### config.mk
export PLATFORM = sky130hd
export DESIGN_NAME = bfp_comp_ctrl
export DESIGN_NICKNAME = d
export VERILOG_FILES = /design/src/rtl/bfp_pkg.sv /design/src/rtl/bfp_comp_ctrl.sv
export SDC_FILE = /design/constraint.sdc
export NUM_CORES = 1
export LEC_CHECK = 0
export ABC_AREA = 1
export CORE_UTILIZATION = 43
export CTS_CLUSTER_SIZE = 24
export DETAILED_ROUTE_END_ITERATION = 7
export GPL_TIMING_DRIVEN = 0
export PLACE_DENSITY = 0.85
export SLEW_MARGIN = 20
export SYNTH_ARGS = -nofsm -noshare
export SYNTH_HDL_FRONTEND = slang
export SYNTH_SLANG_ARGS = --single-unit
### constraint.sdc
create_clock -name clk -period 1.85 [get_ports clk]
set_input_delay 0.185 -clock clk [delete_from_list [all_inputs] [get_ports clk]]
set_output_delay 0.185 -clock clk [all_outputs]
set_load 0.05 [all_outputs]
### src/rtl/bfp_pkg.sv
`default_nettype none
// ============================================================================
//  Module   : bfp_pkg
//  Brief    : Shared constants and types for the BFP compression path.
//  Revision : 1.0 - initial release
// ============================================================================
package bfp_pkg;

    localparam int BFP_BEATS_PER_PRB = 6;
    localparam int BFP_IQ_WIDTH_MAX  = 14;
    localparam int BFP_MAX_PRB       = 273;

    typedef enum logic [1:0] {
        IDLE = 2'd0,
        RUN  = 2'd1,
        GAP  = 2'd2
    } bfp_comp_ctrl_state_t;

    // Widths 0 and 15 are not legal; fall back to the widest legal width.
    function automatic logic [3:0] bfp_fix_iq_width(input logic [3:0] w);
        return ((w == 4'd0) || (w == 4'd15)) ? 4'(BFP_IQ_WIDTH_MAX) : w;
    endfunction

    function automatic logic bfp_iq_width_bad(input logic [3:0] w);
        return (w == 4'd0) || (w == 4'd15);
    endfunction

endpackage
`default_nettype wire

### src/rtl/bfp_comp_ctrl.sv
`default_nettype none
// ============================================================================
//  Module   : bfp_comp_ctrl
//  Brief    : Section sequencer feeding the BFP compression gearbox.
//  Revision : 1.0 - initial release
// ============================================================================
module bfp_comp_ctrl
    import bfp_pkg::*;
#(
    parameter int BEATS_PER_PRB = BFP_BEATS_PER_PRB,
    parameter int PRB_W         = 9
) (
    input  logic             clk,
    input  logic             rst,
    input  logic [PRB_W-1:0] cmd_num_prb,
    input  logic [3:0]       cmd_iq_width,
    input  logic             cmd_valid,
    output logic             cmd_ready,
    input  logic [63:0]      s_data,
    input  logic             s_valid,
    output logic             s_ready,
    input  logic             fifo_afull,
    output logic [63:0]      din_data,
    output logic [2:0]       din_state,
    output logic             din_valid,
    output logic             din_sync,
    output logic             din_last,
    output logic [3:0]       ud_iq_width,
    output logic             busy,
    output logic             sec_done,
    output logic             err_bad_width
);

    bfp_comp_ctrl_state_t r_state;
    bfp_comp_ctrl_state_t w_state_nxt;

    logic [PRB_W-1:0] r_num_prb;
    logic [PRB_W-1:0] r_prb_cnt;
    logic [2:0]       r_beat_cnt;
    logic             r_first;

    logic w_cmd_hs;
    logic w_beat_hs;
    logic w_beat_wrap;
    logic w_last_beat;

    assign w_cmd_hs    = cmd_valid && cmd_ready;
    assign w_beat_hs   = s_valid && s_ready;
    assign w_beat_wrap = (r_beat_cnt == 3'(BEATS_PER_PRB - 1));
    assign w_last_beat = w_beat_wrap && (r_prb_cnt == (r_num_prb - PRB_W'(1)));
    assign busy        = (r_state != IDLE);

    // Handshake readies are gated by rst so nothing is accepted while in reset.
    always_comb begin
        w_state_nxt = r_state;
        cmd_ready   = 1'b0;
        s_ready     = 1'b0;
        case (r_state)
            IDLE: begin
                cmd_ready = !rst;
                if (cmd_valid && !rst) begin
                    w_state_nxt = RUN;
                end
            end
            RUN: begin
                s_ready = !fifo_afull && !rst;
                if (w_beat_hs && w_last_beat) begin
                    w_state_nxt = GAP;
                end
            end
            GAP: begin
                w_state_nxt = IDLE;
            end
            default: begin
                w_state_nxt = IDLE;
            end
        endcase
    end

    always_ff @(posedge clk) begin
        if (rst) begin
            r_state <= IDLE;
        end else begin
            r_state <= w_state_nxt;
        end
    end

    // Section context: latched on command accept, stepped on every beat.
    always_ff @(posedge clk) begin
        if (rst) begin
            r_num_prb     <= '0;
            r_prb_cnt     <= '0;
            r_beat_cnt    <= '0;
            r_first       <= 1'b0;
            ud_iq_width   <= '0;
            err_bad_width <= 1'b0;
        end else if (w_cmd_hs) begin
            r_num_prb   <= (cmd_num_prb == '0) ? PRB_W'(1) : cmd_num_prb;
            r_prb_cnt   <= '0;
            r_beat_cnt  <= '0;
            r_first     <= 1'b1;
            ud_iq_width <= bfp_fix_iq_width(cmd_iq_width);
            if (bfp_iq_width_bad(cmd_iq_width)) begin
                err_bad_width <= 1'b1;
            end
        end else if (w_beat_hs) begin
            r_first <= 1'b0;
            if (w_beat_wrap) begin
                r_beat_cnt <= '0;
                r_prb_cnt  <= r_prb_cnt + PRB_W'(1);
            end else begin
                r_beat_cnt <= r_beat_cnt + 3'd1;
            end
        end
    end

    // Gearbox-facing outputs; payload fields hold between beats.
    always_ff @(posedge clk) begin
        if (rst) begin
            din_data  <= '0;
            din_state <= '0;
            din_valid <= 1'b0;
            din_sync  <= 1'b0;
            din_last  <= 1'b0;
            sec_done  <= 1'b0;
        end else begin
            din_valid <= w_beat_hs;
            sec_done  <= w_beat_hs && w_last_beat;
            if (w_beat_hs) begin
                din_data  <= s_data;
                din_state <= r_beat_cnt;
                din_sync  <= !r_first;
                din_last  <= w_last_beat;
            end
        end
    end

endmodule
`default_nettype wire

After elaboration in Yosys (flattened, before gate mapping)
Cells that the tools add are included.
Widths: inputs -> output; s select.

operators by class
  mux-type cells = 10
  eq/ne operators = 6
  magnitude comparators = 0
  add/sub/neg operators = 3
  multiply operators = 0
  divide/modulo/power cells = 0
  reduce and logical (&&, ||, !) cells = 19
  shift-type cells = 0
  bitwise gates (word level) = 0

operator list
  kind                 number
  $add 9x1->9 const B  1
  $eq 9x9->1           1
  $logic_not 9->1      1
  $mux 9               1
  $sub 9x1->9 const B  1
  $logic_and 1x1->1    6
  $reduce_and 2->1     3
  $eq 4x4->1 const B   1
  $logic_not 4->1      1
  $mux 1               4
  $mux 2               2
  $mux 4               1
  $ne 2x2->1 const B   2
  $pmux 2 s2           1
  $reduce_bool 2->1    2
  $add 3x1->3 const B  1
  $eq 3x3->1 const B   1
  $logic_not 1->1      3
  $mux 3               1
  $eq 2x1->1 const B   1
  $logic_not 2->1      1
  $reduce_or 2->1      1
  $logic_or 1x1->1     1

storage, ports and cells
  latch bits = 0
  output and inout bits = 79
  input bits = 82
  bits in writable memories = 0
  word-level logic and storage cells = 51
  bits in registers = 100
  memories = 0
  bits in read-only memories = 0

Longest topological paths before layout
Gate-level depths: netlist (run 1).

  depth after elaboration = 7
  gate-level depth with buffers = 13
  mapped depth without buffers = 13

Least setup slack after synthesis (run 1)
No wires, ideal clock.

  path kind = reg-to-reg
  start = register r_state[0]
  end = register ud_iq_width[0]
  required time = 1.733 ns
  arrival time = 1.912 ns
  setup time = 0.117 ns
  period minus slack after synthesis = 2.029 ns
  setup slack = -0.179 ns
  path buffers = 1
  cell stages (with the launch flop) = 9
  path through = dfxtp_1 -> inv_1 -> nand2_1 -> nor2_2 -> nand2_2 -> inv_2 -> nor2_2 -> buf_4 -> a32o_1

between the ends
  cells in the longest elaborated chain, start to end = 3

ends and longest elaborated chain
  what                    line                  RTL
  from (decl)             bfp_comp_ctrl.sv:34   bfp_comp_ctrl_state_t r_state;
  from (signal assigned)  bfp_comp_ctrl.sv:84   r_state <= w_state_nxt;
  $logic_not 2->1         bfp_comp_ctrl.sv:58   case (r_state)
  $mux 1                  bfp_comp_ctrl.sv:58
  net cmd_ready           bfp_comp_ctrl.sv:18   output logic cmd_ready,
  $logic_and 1x1->1       bfp_comp_ctrl.sv:47   assign w_cmd_hs = cmd_valid && cmd_ready;
  to (signal assigned)    bfp_comp_ctrl.sv:102  ud_iq_width <= bfp_fix_iq_width(cmd_iq_width);
  to (decl)               bfp_comp_ctrl.sv:28   output logic [3:0] ud_iq_width,

The timed path passes the listed nets, and every way through them passes these cells.
A chain may end at the register's enable or synchronous reset.

Worst setup path in the final report (run 1)
  start = register din_data[31]
  end = output din_data[31]

RTL lines
  what                    line                  RTL
  from (decl)             bfp_comp_ctrl.sv:23   output logic [63:0] din_data,
  from (signal assigned)  bfp_comp_ctrl.sv:130  din_data <= s_data;

No word-level cell between the ends.

==> results of run 1 <==
## per-stage QoR
stage	power [uW]	setup WS, ns	cells
floorplan	2673	0.1596	534
CTS	4326	0.03154	818
finish	4285	0.1193	818
global route	4491	0.02299	818
detailed placement	2998	-0.5956	802
global placement	2984	-0.5545	802
## cells in the final DEF, fill, tap and decap left out, types with 2 or more instances in the layout
master,count
a21oi_1,79
buf_1,4
buf_2,12
clkbuf_1,8
clkbuf_8,9
clkdlybuf4s50_1,157
dfxtp_1,100
dlygate4sd2_1,2
inv_1,38
inv_2,2
inv_6,2
inv_8,3
nand2_1,194
nand2_2,2
nand3_1,15
nand4_1,6
nor2_1,24
nor2_2,3
nor2_4,2
nor3_1,5
o21ai_0,13
o21ai_1,3
o22ai_1,5
xnor2_1,2
xor2_1,3
## where the power goes
group          internal [uW]  total [uW]  switching (uW)
combinational            312         717             405
clock                    528        1330             802
sequential              2210        2240            31.9
total                   3050        4280            1240
## cells by family after synthesis
| kind of cell | count (synthesis) | synth area share [%] |
|---|---|---|
| and+or+nand+nor | 257 | 26.77 |
| AOI/OAI and AO/OA | 104 | 13.83 |
| DFF | 100 | 50.87 |
| xor gates and xnor gates | 5 | 1.113 |
| buffers and inverters | 66 | 6.773 |
| adders and majority gates | 2 | 0.6358 |
## final timing paths
kind / from / cells after the start / end / slack, ns
setup reg to reg: r_num_prb[0] / 13 / r_state[0] / 0.21
setup / recovery: din_data[31] / 1 / din_data[31] / 0.12
hold / removal: s_data[47] / 3 / din_data[47] / 0.36
hold reg to reg: r_first / 1 / din_sync / 0.44
## routing by layer
metal | global-route usage (%) | wire length, microns | up-vias | share of wire [%]
li1 | - | - | 2047 | -
met1 | 26.88 | 4616 | 1853 | 42
met2 | 40.75 | 5286 | 146 | 49
met3 | 6.331 | 733 | 21 | 6.7
met4 | 8.974 | 254 | 0 | 2.3
met5 | 0 | 0 | - | 0
## area by class of cell
class                   instances  area share [%]
well taps                     108           2.299
multi-input cells             368           28.69
inverters                      41           2.661
clock buffers                   9           2.107
clock inverters                 7           1.107
flip-flops and latches        100           34.06
repair buffers                160           27.12
plain buffers                  25           1.958
## cell usage after synthesis (all sizes together)
master / number / area, sq um
clkbuf: 8 / 30.03
clkinv: 1 / 5.000
a211oi: 2 / 20.02
xor2: 3 / 26.28
xnor2: 2 / 17.52
nand3b: 1 / 7.510
inv: 40 / 150.1
o22ai: 5 / 31.28
nand3: 16 / 85.08
o21ai: 16 / 80.07
o31ai: 1 / 7.510
buf: 17 / 81.33
and3: 1 / 6.260
nor4: 1 / 6.260
ha: 2 / 25.02
a21oi: 79 / 395.4
nand2: 197 / 749.5
a32o: 1 / 10.01
nor2: 29 / 123.9
dfxtp: 100 / 2002
nand4: 7 / 50.05
nor3: 5 / 25.02
## registers in the layout (all words and copies together), names as in the netlist, 2 cells and up
register / flops
din_state: 3
din_data: 64
r_state: 2
ud_iq_width: 4
r_beat_cnt: 3
r_prb_cnt: 9
r_num_prb: 9
## repair_timing
action                                  in CTS  in global routing
gates cloned                                 0                  0
endpoints found under the setup margin       3                  2
buffers inserted                             0                  0
gates resized for setup                      6                  7
==> impl_results.md, run 1 <==
- Outcome: finished, violations left
- Violated checks: design-rule violations
- RSZ-0062 raised after global routing: no
- Final setup fails: 0
- CP cell instances: clkdlybuf4s50_1
- Filler instances: 748
- Required time of the critical path: 1.66 ns
- Final Skew: 0.01457 ns
- PortBufs: 160
- Buf/Inv on CP: 1
- VDD IR max: 0.0004460 V
- CP top delay family: buffers and inverters
- Storage element area: 2002 sq um
- Layout overhead on the synthesized area: 49.38%
- CP Launch Type: flip-flop
- Crit path arrival time: 1.55 ns
- CTS buffer count: 9
- Largest net degree at the start of global routing: 20
- Cts hold-fix bufs: 0
- Max Cap Viol: 0
- Nets: 789
- Syn Std Cell Area: 3935 sq um
- Die width: 97.66 microns
- Clk slew on worst S/H paths: 0.11 ns
- Critical path class: flip-flop to output pin
- Critical Path Max Stage Delay: 0.83 ns
- Drt total wl: 10.89 mm
- Fraction of layout cells with a size suffix above 1: 6.338%
- Iter 0 DRT Violations: 194
- Routability cong.: 0.8722
- Crit path time final: 1.731 ns
- CTS tree: yes
- Area of the multi-input gates: 1687 sq um
- Cell variety after synth: 33
- Initial antenna violation count: 0
- # DRC: 26
- Vias: 4067
- GRT Total Usage: 23.27%
- HPWL Detailed: 8.355 mm
- PwrDens: 728.9 nW/um^2
- CTS H-tree depth: 3
- Gr ovfl total: 0
- Leakage: 0.002236 uW
- Hold_ws: 0.3605 ns
- Total iterations of the first detailed-routing run: 8
- Max-slew headroom: 63.57%
- Synth warn: 0
- Critical Path End Type: output pin
- Min-Delay Path Class: input pin to flip-flop
- DIE AREA: 9537 sq um
- Final Util: 66.75%
- Avg Inst Size Synth: 7.369 sq um
- Root buf cell: clkbuf_8
- Post-DP Area: 5679 sq um
- Core ar.: 8806 sq um
- Routed Antenna Nets: 0
- WL/cell: 13.31 microns
- DR vias/cell: 4.972
- Vias in the first global route: 3915
- Clk_lat worst skew: 0.36 ns
- Die height: 97.66 microns
- Io pins: 161
- Fmax: 577.8 MHz
- Max Slew Vio Count: 0
- Maximum clock insertion buffer count: 2
- Initial Util: 44.69%
- Design area: 5878 sq um
- Ant. Diodes: 0
- Synthesis-stage register bit count: 100
- Clock sink total: 100
- CP max FO: 2
- First-pass GRT wire length: 17.92 mm
- Fin. Hold Viols: 0
- Site row count: 34
- Syn nets: 618
- Period utilisation layout: 93.55%
- Highest-delay cell along the critical path: clkdlybuf4s50_1
- Mapped Cells: 534
- Actual slew at the worst max-slew pin: 0.5447 ns
- Register area share after synthesis: 50.87%
- Setup tns final: 0 ns
Power figures use the tool's default switching activity.
==> run 2, diff against run 1 <==
==> constraint.sdc (replaced) <==
create_clock -name clk -period 1.85 [get_ports clk]
set_input_delay 0.185 -clock clk [delete_from_list [all_inputs] [get_ports clk]]
set_output_delay 0.185 -clock clk [all_outputs]
set_load 0.01 [all_outputs]
==> impl_results.md, run 2 (same netlist as run 1, synthesis figures left out) <==
- Outcome: finished, violations left
- Violated checks: design-rule violations
- Fraction of layout cells with a size suffix above 1: 5.775%
- Routed Antenna Nets: 0
- Max Cap Viol: 0
- Final setup fails: 0
- CTS buffer count: 9
- CTS H-tree depth: 3
- Most frequent cells in the layout: 195 x nand2_1, 159 x clkdlybuf4s50_1, 100 x dfxtp_1, 79 x a21oi_1, 37 x inv_1
- Vias: 4092
- Total iterations of the first detailed-routing run: 7
- Routability cong.: 0.8853
- Die height: 97.66 microns
- CTS tree: yes
- Critical Path Max Stage Delay: 0.55 ns
- Post-Layout Cell Count: 818
- PwrDens: 710.8 nW/um^2
- First-pass GRT wire length: 17.89 mm
- Min-Delay Path Class: input pin to flip-flop
- Sw Pwr: 1104 uW
- Max-slew headroom: 66.53%
- Crit path time final: 1.682 ns
- Vias in the first global route: 3929
- Comb power frac: 14.4%
- Hold_ws: 0.3589 ns
- Hold Path Stages: 3
- Sequential power share: 53.7%
- Initial Util: 44.69%
- Critical Path End Type: output pin
- Sw Share: 26.49%
- Largest Register: din_data
- Fin. Hold Viols: 0
- Die width: 97.66 microns
- Io pins: 161
- Crit path arrival time: 1.50 ns
- RSZ-0062 raised after global routing: no
- CP Launch Type: flip-flop
- Reg2reg path depth: 11
- CP cell instances: inv_1, nand2_1, nor2_2, clkdlybuf4s50_1
- Internal: 3063 uW
- DIE AREA: 9537 sq um
- Largest net degree at the start of global routing: 18
- Gr ovfl total: 0
- Fmax: 594.4 MHz
- # DRC: 14
- DR vias/cell: 5.002
- Leakage: 0.002233 uW
- Buf/Inv on CP: 2
- CP top delay family: buffers and inverters
- Max Slew Vio Count: 0
- Final Skew: 0.009429 ns
- Highest-delay cell along the critical path: clkdlybuf4s50_1
- CP max FO: 2
- Core ar.: 8806 sq um
- Placed cells: 802
- Required time of the critical path: 1.66 ns
- GRT Total Usage: 23.45%
- Site row count: 34
- HPWL Detailed: 8.553 mm
- Drt total wl: 11.32 mm
- Top Registers: din_data: 64 flops, r_num_prb: 9 flops, r_prb_cnt: 9 flops
- Commonest non-fill, non-tap cell in the layout: nand2_1
- Clock share of power: 31.9%
- Ant. Diodes: 0
- Actual slew at the worst max-slew pin: 0.5020 ns
- Clk slew on worst S/H paths: 0.10 ns
- PortBufs: 160
- WL/cell: 13.84 microns
- Clk_lat worst skew: 0.37 ns
- Clock sink total: 100
- Period utilisation layout: 90.94%
- Initial antenna violation count: 0
- Layout overhead on the synthesized area: 49.00%
- WP depth: 4
- Post-CTS Setup Inserts: 0
- Number of flip-flops under the largest register name: 64
- Iter 0 DRT Violations: 208
- Root buf cell: clkbuf_8
- Critical path class: flip-flop to output pin
- Maximum clock insertion buffer count: 2
- Final Util: 66.58%
- Design Power: 4167 uW
- Nets: 789
- VDD IR max: 0.0004378 V
## run 2: what timing repair did
item,CTS,global route
resized for setup,3,1
setup endpoints to repair,1,1
hold buffers,0,0
## run 2: metrics by stage
step                      instance area (sq um)  TNS [ns]  setup slack (ns)
final                                      5863         0            0.1676
after global routing                       5863         0           0.05775
after CTS                                  5861         0          0.002744
after detailed placement                   5672    -2.936           -0.4520
after global placement                     5672    -1.375           -0.4356
after floorplan                            3935         0            0.4619
## run 2: path summary, 6_finish.rpt
check	from	end	slack, ns
worst max register to register	r_state[0]	r_state[0]	0.20
worst min register to register	r_first	din_sync	0.44
worst min-delay path	s_data[2]	din_data[2]	0.36
worst max-delay path	r_state[0]	cmd_ready	0.17
## run 2: layout make-up
class	instances	area [sq um]
Fill cell	735	2943
Sequential cell	100	2002
Multi-Input combinational cell	368	1667
Timing Repair Buffer	160	1604
Inverter	41	155.1
Clock buffer	11	141.4
Tap cell	108	135.1
Buffer	25	115.1
Clock inverter	5	43.79
## run 2: power groups by stage
stage               Combinational, uW  Sequential [uW]  Clock, uW
global route                      655             2250       1440
floorplan                         256             2300          0
detailed placement                594             2290          0
finish                            600             2240       1330
CTS                               600             2240       1340
global placement                  579             2290          0
## run 2: worst reg2reg max path, stage by stage (launching register included)
cell and delay, ns:
dfxtp_1 0.32, inv_1 0.05, nor2_2 0.11, nand3_2 0.27
clkinv_2 0.26, nand2_4 0.12, nor2_1 0.12, nand2_1 0.05
nor2_1 0.08, nand2_1 0.08, nand2_1 0.06, nand2_1 0.04
## run 2: layer usage
layer  up-vias  routed length, microns  track usage [%]  part of all wire [%]
met5         -                       0                0                     0
met4         0                     249            10.02                   2.2
met3        24                     975            6.835                   8.6
met2       156                    5695            42.06                    50
li1       2052                       -                -                     -
met1      1860                    4399            25.61                    39
==> run 3, diff against run 2 <==
SETUP_SLACK_MARGIN = 0.4   (was not set)
SKIP_LAST_GASP = 1   (was not set)
SLEW_MARGIN = not set   (was 20)
==> impl_results.md, run 3 (same netlist as run 1, synthesis figures left out) <==
- VDD IR max: 0.0004583 V
- PortBufs: 160
- CP endpoint: r_state[0]
- Routability cong.: 0.8853
- Violated checks: design-rule violations
- Clk slew on worst S/H paths: 0.10 ns
- Hold_ws: 0.3594 ns
- Vias in the first global route: 4001
- Gr ovfl total: 0
- Min-Delay Path Class: input pin to flip-flop
- Final Util: 69.27%
- CP Launch Type: flip-flop
- Setup tns final: 0 ns
- Crit path time final: 1.511 ns
- HPWL Detailed: 8.553 mm
- First-pass GRT wire length: 18.18 mm
- Leakage: 0.003368 uW
- Largest net degree at the start of global routing: 18
- Clk_lat worst skew: 0.37 ns
- CP Launch Point: r_num_prb[0]
- DR vias/cell: 5.051
- Die height: 97.66 microns
- Post-Layout Cell Count: 824
- Iter 0 DRT Violations: 271
- Design area: 6100 sq um
- CTS H-tree depth: 3
- Highest-delay cell along the critical path: dfxtp_2
- DIE AREA: 9537 sq um
- Top Registers: din_data: 64 flops, r_num_prb: 9 flops, r_prb_cnt: 9 flops
- Total iterations of the first detailed-routing run: 7
- CP top delay family: simple AND/OR/NAND/NOR gates
- Reg2reg path depth: 13
- Maximum clock insertion buffer count: 2
- Filler instances: 708
- Die width: 97.66 microns
- Drt total wl: 11.93 mm
- Period utilisation layout: 81.68%
- Routed Antenna Nets: 0
- Max Cap Viol: 0
- Critical path class: flip-flop to flip-flop
- Fmax: 661.8 MHz
- Most frequent cells in the layout: 194 x nand2_1, 98 x dfxtp_1, 86 x clkdlybuf4s50_1, 79 x a21oi_1, 56 x dlymetal6s2s_1
- WL/cell: 14.48 microns
- Actual slew at the worst max-slew pin: 0.4778 ns
- CP cell instances: inv_4, ha_4, inv_2, nand2_1, nand2_1, nor2_2, nand2_1, nor2_1, nand2_1, nor2_1, nand2_1, nand2_1, nand2_1
- GRT Total Usage: 23.82%
- Critical Path End Type: flip-flop
- Critical Path Max Stage Delay: 0.36 ns
- Post-DP Area: 5672 sq um
- Crit path arrival time: 1.77 ns
- Max-slew headroom: 68.15%
- RSZ-0062 raised after global routing: yes
- PwrDens: 686.6 nW/um^2
- Fin. Hold Viols: 0
- # DRC: 14
- Final Skew: 0.009169 ns
- Cts hold-fix bufs: 0
- R2r setup slk: 0.34 ns
- Placed cells: 802
- Crit-path most repeated cell: nand2_1
- Clock sink total: 100
- CTS tree: yes
- Initial antenna violation count: 0
- Initial Util: 44.69%
- WP depth: 13
- CP max FO: 4
- Max Slew Vio Count: 0
- Buf/Inv on CP: 2
- Io pins: 161
- Nets: 795
- Fraction of layout cells with a size suffix above 1: 9.218%
- Site row count: 34
- Number of flip-flops under the largest register name: 64
- CTS buffer count: 9
- Required time of the critical path: 2.10 ns
- R2R Path End: r_state[0]
- Largest Register: din_data
- Vias: 4162
- Root buf cell: clkbuf_8
- Final setup fails: 0
- Commonest non-fill, non-tap cell in the layout: nand2_1
- Layout overhead on the synthesized area: 55.01%
- RR Startpoint: r_num_prb[0]
- Ant. Diodes: 0
- Core ar.: 8806 sq um
- Outcome: finished, violations left
-- run 3: layout make-up --
| class | count | area [sq um] | area share, % |
|---|---|---|---|
| flip-flops and latches | 100 | 2004 | 32.86 |
| repair buffers | 166 | 1757 | 28.80 |
| multi-input cells | 368 | 1722 | 28.23 |
| inverters | 41 | 161.4 | 2.646 |
| clock buffers | 11 | 141.4 | 2.318 |
| plain buffers | 25 | 135.1 | 2.215 |
| well taps | 108 | 135.1 | 2.215 |
| clock inverters | 5 | 43.79 | 0.7179 |
-- run 3: per-layer routing --
layer | up-vias | global-route usage, % | part of all wire, %
met1 | 1908 | 25.52 | 38
li1 | 2062 | - | -
met4 | 0 | 10.49 | 2.6
met5 | - | 0 | 0
met2 | 163 | 43.21 | 52
met3 | 29 | 6.906 | 7.7
-- run 3: power by group --
group          switching [uW]  leakage, uW  internal (uW)
Combinational             301      0.00247            320
Clock                     784    0.0000881            544
Sequential               33.0     0.000811           2210
Total                    1120      0.00337           3070
-- run 3: timing repair --
action / in CTS / in global routing
resized for setup: 32 / 84
pin swaps: 3 / 8
endpoints found under the setup margin: 111 / 145
buffers inserted: 2 / 4
-- run 3: worst min path at each step --
stage                        start           end  slack (ns)  cells past startpoint
global route             s_data[1]   din_data[1]        0.36                      3
detailed placement         r_first      din_sync        0.42                      1
global placement           r_first      din_sync        0.43                      1
floorplan           cmd_num_prb[1]  r_num_prb[1]        0.30                      2
finish                   s_data[2]   din_data[2]        0.36                      3
CTS                      s_data[2]   din_data[2]        0.36                      3
-- run 3: tightest hold or removal path, delay by kind of cell --
kind	cells	cell delay, ns
buf+inv	1	0.39
simple gates	1	0.06
compound gates	1	0.05
-- run 3: per-stage QoR --
step / worst slack, ns / power, uW
floorplan: 0.4619 / 2554
global placement: -0.4356 / 2865
detailed placement: -0.4520 / 2882
CTS: 0.2706 / 4183
global route: 0.2459 / 4362
finish: 0.3389 / 4188
